$ cat config.mk
export PLATFORM = sky130hd
export DESIGN_NAME = reorder_buffer
export DESIGN_NICKNAME = d
export VERILOG_FILES = /design/src/rtl/reorder_buffer.sv
export SDC_FILE = /design/constraint.sdc
export NUM_CORES = 2
export LEC_CHECK = 0
export CORE_MARGIN = 2
export CORE_UTILIZATION = 40
export DETAILED_ROUTE_END_ITERATION = 10
export PLACE_DENSITY = 0.54
export SLEW_MARGIN = 20
export SYNTH_ARGS = -nofsm -noshare
export SYNTH_HDL_FRONTEND = slang
export SYNTH_SLANG_ARGS = --single-unit
$ cat constraint.sdc
create_clock -name clk_in -period 9.2 [get_ports clk_in]
set_input_delay 1.84 -clock clk_in [delete_from_list [all_inputs] [get_ports clk_in]]
set_output_delay 1.84 -clock clk_in [all_outputs]
set_load 0.1 [all_outputs]
$ cat src/rtl/reorder_buffer.sv
// In-order reorder buffer: allocates Q tags at issue, captures CDB results,
// retires one entry per cycle to the regfile, and flushes on a mispredicted branch.
module reorder_buffer #(
    parameter int REG_ADDR_WIDTH = 5,
    parameter int Q_WIDTH        = 4
) (
    input  logic                      clk_in,
    input  logic                      rst_in,
    input  logic                      rdy_in,
    input  logic                      issue_valid,
    input  logic [1:0]                issue_type,
    input  logic [REG_ADDR_WIDTH-1:0] issue_rd,
    input  logic [31:0]               issue_pred_pc,
    output logic [Q_WIDTH-1:0]        alloc_tag,
    output logic                      rob_full,
    input  logic                      cdb_valid,
    input  logic [Q_WIDTH-1:0]        cdb_tag,
    input  logic [31:0]               cdb_value,
    input  logic [31:0]               cdb_next_pc,
    input  logic [Q_WIDTH-1:0]        query_tag1,
    input  logic [Q_WIDTH-1:0]        query_tag2,
    output logic                      query_ready1,
    output logic                      query_ready2,
    output logic [31:0]               query_value1,
    output logic [31:0]               query_value2,
    output logic                      has_commit,
    output logic [REG_ADDR_WIDTH-1:0] commit_target,
    output logic [Q_WIDTH-1:0]        Commit_Q,
    output logic [31:0]               Commit_V,
    output logic                      store_commit,
    output logic                      control_hazard,
    output logic [31:0]               redirect_pc
);
    localparam int                 DEPTH    = 2 ** Q_WIDTH;
    localparam logic [Q_WIDTH-1:0] LAST     = Q_WIDTH'(DEPTH - 1);
    localparam logic [Q_WIDTH:0]   FULL_CNT = (Q_WIDTH + 1)'(DEPTH - 1);
    localparam logic [1:0]         T_BRANCH = 2'd1;
    localparam logic [1:0]         T_STORE  = 2'd2;

    // Slot 0 exists only so tags index directly; it is never allocated.
    logic                      busy_q    [DEPTH];
    logic                      ready_q   [DEPTH];
    logic                      mispred_q [DEPTH];
    logic [1:0]                type_q    [DEPTH];
    logic [REG_ADDR_WIDTH-1:0] rd_q      [DEPTH];
    logic [31:0]               pred_pc_q [DEPTH];
    logic [31:0]               value_q   [DEPTH];
    logic [31:0]               next_pc_q [DEPTH];

    logic [Q_WIDTH-1:0] head_q, tail_q;
    logic [Q_WIDTH:0]   count_q;
    logic               issue_fire, cdb_fire, commit_fire, flush;

    function automatic logic [Q_WIDTH-1:0] nxt(input logic [Q_WIDTH-1:0] p);
        return (p == LAST) ? Q_WIDTH'(1) : p + 1'b1;
    endfunction

    assign alloc_tag   = tail_q;
    assign rob_full    = (count_q == FULL_CNT);
    assign issue_fire  = issue_valid && !rob_full && !control_hazard;
    assign cdb_fire    = cdb_valid && !control_hazard && busy_q[cdb_tag];
    assign commit_fire = busy_q[head_q] && ready_q[head_q];
    assign flush       = commit_fire && (type_q[head_q] == T_BRANCH) && mispred_q[head_q];

    // Busy gates everything, so tag 0 and retired tags read as not ready.
    function automatic logic [32:0] lookup(input logic [Q_WIDTH-1:0] tag);
        logic [32:0] r;
        r = '0;
        if (busy_q[tag]) begin
            if (ready_q[tag])
                r = {1'b1, value_q[tag]};
            else if (cdb_valid && !control_hazard && cdb_tag == tag)
                r = {1'b1, cdb_value};
        end
        return r;
    endfunction

    always_comb begin
        {query_ready1, query_value1} = lookup(query_tag1);
        {query_ready2, query_value2} = lookup(query_tag2);
    end

    // Payload needs no reset: it is only read once busy/ready say it is valid.
    always_ff @(posedge clk_in) begin
        if (rdy_in) begin
            if (issue_fire) begin
                type_q[tail_q]    <= issue_type;
                rd_q[tail_q]      <= issue_rd;
                pred_pc_q[tail_q] <= issue_pred_pc;
            end
            if (cdb_fire) begin
                value_q[cdb_tag]   <= cdb_value;
                next_pc_q[cdb_tag] <= cdb_next_pc;
                mispred_q[cdb_tag] <= (type_q[cdb_tag] == T_BRANCH) &&
                                      (cdb_next_pc != pred_pc_q[cdb_tag]);
            end
        end
    end

    always_ff @(posedge clk_in or posedge rst_in) begin
        if (rst_in) begin
            head_q         <= Q_WIDTH'(1);
            tail_q         <= Q_WIDTH'(1);
            count_q        <= '0;
            has_commit     <= 1'b0;
            commit_target  <= '0;
            Commit_Q       <= '0;
            Commit_V       <= '0;
            store_commit   <= 1'b0;
            control_hazard <= 1'b0;
            redirect_pc    <= '0;
            for (int i = 0; i < DEPTH; i++) begin
                busy_q[i]  <= 1'b0;
                ready_q[i] <= 1'b0;
            end
        end else if (!rdy_in) begin
            has_commit     <= 1'b0;
            store_commit   <= 1'b0;
            control_hazard <= 1'b0;
        end else begin
            has_commit     <= commit_fire && (type_q[head_q] != T_STORE);
            store_commit   <= commit_fire && (type_q[head_q] == T_STORE);
            control_hazard <= flush;
            if (commit_fire && type_q[head_q] != T_STORE) begin
                commit_target <= rd_q[head_q];
                Commit_Q      <= head_q;
                Commit_V      <= value_q[head_q];
            end
            if (flush)
                redirect_pc <= next_pc_q[head_q];
            if (issue_fire) begin
                busy_q[tail_q]  <= 1'b1;
                ready_q[tail_q] <= 1'b0;
                tail_q          <= nxt(tail_q);
            end
            if (cdb_fire)
                ready_q[cdb_tag] <= 1'b1;
            // Retirement clears after the CDB write so a late duplicate cannot revive it.
            if (commit_fire) begin
                busy_q[head_q]  <= 1'b0;
                ready_q[head_q] <= 1'b0;
                head_q          <= nxt(head_q);
            end
            count_q <= count_q + (Q_WIDTH + 1)'(issue_fire) - (Q_WIDTH + 1)'(commit_fire);
            if (flush) begin
                head_q  <= Q_WIDTH'(1);
                tail_q  <= Q_WIDTH'(1);
                count_q <= '0;
                for (int i = 0; i < DEPTH; i++) begin
                    busy_q[i]  <= 1'b0;
                    ready_q[i] <= 1'b0;
                end
            end
        end
    end
endmodule

# Word level (Yosys, flattened, before mapping)

Memories as Yosys holds them, arrays and structs flattened. A register that Yosys moved wholly into a read port is not among the register bits.
Index checks and enable logic that the tools add are counted.

Bits in registers: 52
RAM bits: 1664
Input bits: 120
Output and inout port bits: 147
Word-level logic and storage cells: 161
Memories kept: 6

Memory list:

| memory    | words | width | rd ports | clocked after Yosys merged registers in | wr ports | RTL line | source |
|---|---|---|---|---|---|---|---|
| next_pc_q | 16    | 32    | 1        | 1                                       | 1        | 48       | `logic [31:0] next_pc_q [DEPTH];` |
| pred_pc_q | 16    | 32    | 1        | 0                                       | 1        | 46       | `logic [31:0] pred_pc_q [DEPTH];` |
| value_q   | 16    | 32    | 3        | 1                                       | 1        | 47       | `logic [31:0] value_q [DEPTH];` |
| rd_q      | 16    | 5     | 1        | 1                                       | 1        | 45       | `logic [REG_ADDR_WIDTH-1:0] rd_q [DEPTH];` |
| type_q    | 16    | 2     | 2        | 0                                       | 1        | 44       | `logic [1:0] type_q [DEPTH];` |
| mispred_q | 16    | 1     | 1        | 0                                       | 1        | 43       | `logic mispred_q [DEPTH];` |

Add/subtract/negate cells: 4
$lt $le $gt $ge: 8
Equality and inequality tests: 10
Mux-type cells: 59
Bitwise operators: 12
Reductions and logical operators: 23

Operators with widths:

| kind                                                                         | count |
|---|---|
| 33-bit 2-to-1 mux                                                            | 6 |
| 16-bit 2-to-1 mux                                                            | 10 |
| 16-bit bitwise AND                                                           | 3 |
| 32-bit != test                                                               | 1 |
| 16-bit inverter                                                              | 2 |
| 16-bit bitwise OR                                                            | 2 |
| 1-bit binary-select mux with 4-bit select                                    | 7 |
| 1-bit 2-to-1 mux                                                             | 26 |
| 5-bit greater-or-equal comparator, second input constant                     | 5 |
| 4-bit inverter with 5-bit output                                             | 5 |
| 4-bit 2-to-1 mux                                                             | 6 |
| 1-bit logical AND                                                            | 15 |
| 5-bit by 1-bit less-than comparator with 1-bit output, second input constant | 3 |
| 1-bit demux with 4-bit select                                                | 3 |
| 4-bit by 1-bit adder with 4-bit output, second input constant                | 2 |
| 4-bit equality test                                                          | 2 |
| 4-bit equality test, second input constant                                   | 2 |
| 2-bit AND reduction                                                          | 4 |
| 5-bit by 1-bit adder with 5-bit output                                       | 1 |
| 5-bit by 4-bit equality test with 1-bit output, second input constant        | 1 |
| 5-bit 2-to-1 mux                                                             | 1 |
| 5-bit by 1-bit subtractor with 5-bit output                                  | 1 |
| 2-bit by 1-bit equality test with 1-bit output, second input constant        | 2 |
| 2-bit nonzero test                                                           | 2 |
| other kinds (3)                                                              | 4 |

# Longest topological paths before layout

Depth in word-level cells: 15
Depth in mapped cells: 19
Mapped depth without buffers: 16

# Least setup slack after synthesis

No wires, ideal clock.

Path type: input to register
From: input port cdb_tag[0]
To: memory mispred_q[15], enable pin
Setup time: 0.653 ns
Arrival: 9.344 ns
Data required time: 8.547 ns
Path slack: -0.797 ns
Stages: 6
Path buffers: 4
Cells stage by stage: buf_2 > buf_2 > buf_2 > buf_2 > inv_1 > nor4_1

Longest elaborated chain between the ends: 8

RTL lines:

| item                                                   | RTL line | source |
|---|---|---|
| from (decl)                                            | 17       | `input logic [Q_WIDTH-1:0] cdb_tag,` |
| 4-bit inverter with 5-bit output (implied by the code) | 61       | `assign cdb_fire = cdb_valid && !control_hazard && busy_q[cdb_tag];` |
| 1-bit binary-select mux with 4-bit select              | 61       |  |
| 1-bit 2-to-1 mux (implied by the code) (2 in series)   | 61       |  |
| 1-bit logical AND                                      | 61       |  |
| 1-bit 2-to-1 mux                                       | 91       | `if (cdb_fire) begin` |
| 1-bit 2-to-1 mux                                       | 85       | `if (rdy_in) begin` |
| 1-bit 2-to-1 mux (implied by the code)                 | 94       | `mispred_q[cdb_tag] <= (type_q[cdb_tag] == T_BRANCH) &&` |
| to (decl)                                              | 43       |  |

Several ways; a longest one is shown, not always the timed one. The select of a mux whose other input is x is not followed.

# Worst setup path after layout

From: input port query_tag1[0]
To: output port query_value1[26]

Longest elaborated chain between the ends: 6
Elaborated cells between the ends (all ways): 13
Those cells by class: eq/ne (1); mux (9); bitwise (1); reduce/logical (1); memory (1)

RTL lines:

| item                                                   | RTL line | source |
|---|---|---|
| from (decl)                                            | 20       | `input logic [Q_WIDTH-1:0] query_tag1,` |
| 4-bit inverter with 5-bit output (implied by the code) | 69, 70   |  |
| 1-bit binary-select mux with 4-bit select              | 70       | `if (ready_q[tag])` |
| 1-bit 2-to-1 mux (implied by the code) (2 in series)   | 70       |  |
| 33-bit 2-to-1 mux                                      | 70       |  |
| 33-bit 2-to-1 mux (*)                                  | 69       | `if (busy_q[tag]) begin` |
| to (decl)                                              | 24       | `output logic [31:0] query_value1,` |

Mark *: on every way between the ends. The rest lies on a longest branch, timed or not. The select of a mux whose other input is x is not followed.

==> results.cfg <==
[run_status]
status = completed

[drt]
viasPerCell = 6.009
wl_per_cell_um = 32.74
num_vias = 39274
initialDrtViolationCount = 3767
total_drc_errors_in_the_routed_layout = 0
detail_route.wirelength_um = 214000
drt_pre_antenna_iters = 5
residual_antenna_violating_net_count_after_detailed_routing = 0

[clock_tree]
cts_hold_repair.buffers = 0
path_clk_slew_ns = 0.06
clock-root-buffer = sky130_fd_sc_hd__clkbuf_16
cts_inserted_buffers = 194
cts-resized-gates = 0
cts_sinks = 1785
clock_tree_from_tritoncts = built
ctsLongestPathBuffers = 3
ctsHtreeMaxLevel = 4
worstSkewPairLatency_ns = 0.86
post_cts.repair.setup_buffers = 0

[yosys]
synth.cell_area_um2 = 77790
syn_avg_cell_area_um2 = 22.04
net_count_of_the_mapped_netlist = 3665
synth_warnings = 0
ys_seq_elements = 1785
synth_enable_flop_cells = 1664
synth_ff_type = sky130_fd_sc_hd__edfxtp_1
async_flop_share_pct = 6.779
library_cells_used_by_synthesis = 50
synth-seq-area-share_pct = 68.13
post_synth_inst_count = 3530

[finish]
nets = 3971
layout.core_utilization_pct = 46.67
final_instance_count_without_filler_cells = 6536
final_layout_size_suffix_gt1_share_pct = 33.28
syn2layout_area_growth_pct = 15.78
filler_cell_count = 15916

[floorplan]
core_area_um2 = 193000
placement_rows = 161
io-pin-count = 267
floorplan.die_area_um2 = 198000
dieWidth_um = 445.0
dieHeight_um = 445.0
start_util_pct = 40.31

[pwr]
irDropWorstVdd_mv = 0.3110
cellLeakagePower_nw = 28.65
power.density_nw_per_um2 = 268.4

[timing]
grt_setup_unrepaired = false
maxSlewHeadroom_pct = 24.83
finalSetupTns_ns = 0
clock-skew-final_ns = 0.05903
worst-slew-pin-transition_ns = 1.125
setup_viol = 0
finalHoldViolCount = 0
fmaxAchievable_mhz = 131.4
final-max-slew-violation-count = 0
final_min_period_over_clock_period_pct = 82.70
final_period_minus_worst_setup_slack_ns = 7.609

[worst_setup_path]
r2r_end = redirect_pc[1]
reg2reg_from = head_q[0]
cp_data_arrival_time_ns = 5.77
r2r_setup_slack_ns = 4.37
worstSetupEndpointType = primary output
worstSetupPathType = input pin to primary output
critPathRequiredTime_ns = 7.36
worstPathCellList = buf_8 -> mux4_2 -> mux4_4 -> o21ai_4 -> buf_4 -> nor2_1 -> clkdlybuf4s50_1
critPathSlowestCell = sky130_fd_sc_hd__mux4_4
cp_slowest_stage_delay_ns = 1.04
path_max_fanout = 42
r2r.worst_path.cells = 8
worst_setup_path_start_kind = input pin

[min_path]
hold_path_end = redirect_pc[5]
min_delay_path_depth = 1
hold_path_startpoint = redirect_pc[5]
holdCritPathClass = flip-flop to flip-flop

[run]
drv_cap = 0

[placement]
port_buffers = 266
last_weighted_congestion_value_of_the_routability_driven_placer = 0.7834
detailedPlacementHpwl_um = 113900
numPlacedInstances = 6165

[grt]
grt_max_degree = 142
track_usage_pct = 21.69
grt_antenna_before_repair = 28
grt-ovfl-total = 0
vias_in_the_first_global_route = 41267
global_route_wire_length_before_repair_um = 305700
==> registers in the layout, summed over array words and instances (netlist names), 16 cells and up <==
name / cells
pred_pc_q: 512
Commit_V: 32
redirect_pc: 32
type_q: 32
busy_q: 16
rd_q: 80
value_q: 512
ready_q: 16
next_pc_q: 512
mispred_q: 16
==> power by group <==
group          switching [mW]  leakage (nW)  internal (mW)
registers               0.430          16.5           9.28
logic                    4.09          9.03           2.68
clock network            3.26          3.09           4.43
==> logic make-up after synthesis <==
group	share of synthesized area, %
fa+ha+maj	0.2509
xor+xnor	0.5404
compound gates	1.004
mux	27.34
simple gates	1.335
flops	68.13
buf+inv	1.403
==> synthesized netlist by cell type (7+ instances only) <==
cell | count | share of area [%]
sky130_fd_sc_hd__nor3_1 | 9 | 0.058
sky130_fd_sc_hd__nand2b_1 | 10 | 0.080
sky130_fd_sc_hd__xnor2_1 | 41 | 0.46
sky130_fd_sc_hd__ha_1 | 14 | 0.23
sky130_fd_sc_hd__a2bb2oi_1 | 7 | 0.079
sky130_fd_sc_hd__dfrtp_1 | 119 | 3.8
sky130_fd_sc_hd__mux2_2 | 71 | 1.0
sky130_fd_sc_hd__xor2_1 | 7 | 0.079
sky130_fd_sc_hd__o32ai_1 | 10 | 0.11
sky130_fd_sc_hd__o22ai_1 | 18 | 0.14
sky130_fd_sc_hd__inv_1 | 27 | 0.13
sky130_fd_sc_hd__a21oi_1 | 23 | 0.15
sky130_fd_sc_hd__mux4_2 | 838 | 24
sky130_fd_sc_hd__o31ai_1 | 8 | 0.077
sky130_fd_sc_hd__nor4_1 | 7 | 0.056
sky130_fd_sc_hd__clkbuf_1 | 120 | 0.58
sky130_fd_sc_hd__nand2_1 | 46 | 0.22
sky130_fd_sc_hd__nor2_1 | 122 | 0.59
sky130_fd_sc_hd__buf_1 | 59 | 0.28
sky130_fd_sc_hd__nor2b_1 | 7 | 0.056
sky130_fd_sc_hd__buf_4 | 7 | 0.068
sky130_fd_sc_hd__nand4_1 | 10 | 0.080
sky130_fd_sc_hd__o21ai_0 | 24 | 0.15
sky130_fd_sc_hd__edfxtp_1 | 1664 | 64
sky130_fd_sc_hd__mux2i_1 | 157 | 2.0
sky130_fd_sc_hd__buf_2 | 50 | 0.32
==> cell usage in the layout (no fill, tap or decap), types with 7 or more instances in the layout <==
cell type / Yosys / final
sky130_fd_sc_hd__clkbuf_8: 0 / 29
sky130_fd_sc_hd__mux4_2: 838 / 836
sky130_fd_sc_hd__nor2_1: 122 / 91
sky130_fd_sc_hd__ha_1: 14 / 14
sky130_fd_sc_hd__clkinv_1: 0 / 23
sky130_fd_sc_hd__nor3_1: 9 / 9
sky130_fd_sc_hd__o31ai_1: 8 / 8
sky130_fd_sc_hd__clkbuf_1: 120 / 62
sky130_fd_sc_hd__inv_1: 27 / 26
sky130_fd_sc_hd__o22ai_1: 18 / 18
sky130_fd_sc_hd__nor2b_1: 7 / 7
sky130_fd_sc_hd__bufinv_16: 0 / 10
sky130_fd_sc_hd__nand2_1: 46 / 45
sky130_fd_sc_hd__buf_4: 7 / 72
sky130_fd_sc_hd__clkinv_2: 0 / 28
sky130_fd_sc_hd__xor2_1: 7 / 7
sky130_fd_sc_hd__a2bb2oi_1: 7 / 7
sky130_fd_sc_hd__buf_12: 0 / 13
sky130_fd_sc_hd__o32ai_1: 10 / 10
sky130_fd_sc_hd__nand4_1: 10 / 10
sky130_fd_sc_hd__a21oi_1: 23 / 23
sky130_fd_sc_hd__edfxtp_1: 1664 / 1664
sky130_fd_sc_hd__nand2b_1: 10 / 10
sky130_fd_sc_hd__o21ai_0: 24 / 24
sky130_fd_sc_hd__dfrtp_1: 119 / 116
sky130_fd_sc_hd__xnor2_1: 41 / 41
sky130_fd_sc_hd__mux2_2: 71 / 71
sky130_fd_sc_hd__nor2_4: 0 / 31
sky130_fd_sc_hd__clkbuf_16: 0 / 194
sky130_fd_sc_hd__clkdlybuf4s50_1: 0 / 252
sky130_fd_sc_hd__mux2i_1: 157 / 157
==> per-layer routing <==
layer  share of wire (%)  vias up  track usage (%)
met3                 5.8      342            3.704
met1                  42    21647            29.86
met4                 2.6       28            6.505
li1                    -    15914                -
met2                  49     1343            35.58
met5               0.092        -                0
==> area by class of cell <==
class | count | area, um2 | share of cell area, %
antenna | 4 | 10.01 | 0.01111
clock buffer | 284 | 5473 | 6.077
clock inverter | 82 | 887.1 | 0.9850
inverter | 28 | 112.6 | 0.1250
multi-input combinational | 1480 | 23980 | 26.63
sequential | 1785 | 53010 | 58.86
tap | 2526 | 3161 | 3.509
timing repair buffer | 347 | 3423 | 3.801
==> worst max path at each step <==
stage	slack, ns	endpoint	from
final	1.59	query_value1[26]	query_tag1[0]
after CTS	1.50	query_value1[23]	query_tag1[0]
after detailed placement	1.50	query_value1[23]	query_tag1[0]
after global placement	1.58	query_value1[30]	query_tag1[0]
after global routing	1.40	query_value1[29]	query_tag1[0]
after floorplan	2.01	mispred_q[15]	cdb_tag[0]
==> critical path, delay by kind of cell <==
| family | cells | cell delay, ns |
|---|---|---|
| buffers and inverters | 3 | 1.81 |
| multiplexers | 2 | 1.62 |
| AO/OA/AOI/OAI | 1 | 0.26 |
| AND/OR/NAND/NOR | 1 | 0.12 |
==> stage by stage <==
stage / power, mW / hold slack [ns] / setup WS [ns] / instance area, um2
2_1_floorplan: 14.78 / 0.4699 / 2.005 / 77800
3_3_place_gp: 16.74 / 0.4807 / 1.575 / 83670
3_5_place_dp: 16.75 / 0.4873 / 1.500 / 83690
4_1_cts: 24.45 / 0.5018 / 1.502 / 90050
5_1_grt: 25.06 / 0.5184 / 1.400 / 90060
6_report: 24.18 / 0.4948 / 1.591 / 90060
Note: power is estimated with default switching activity, not from simulation.
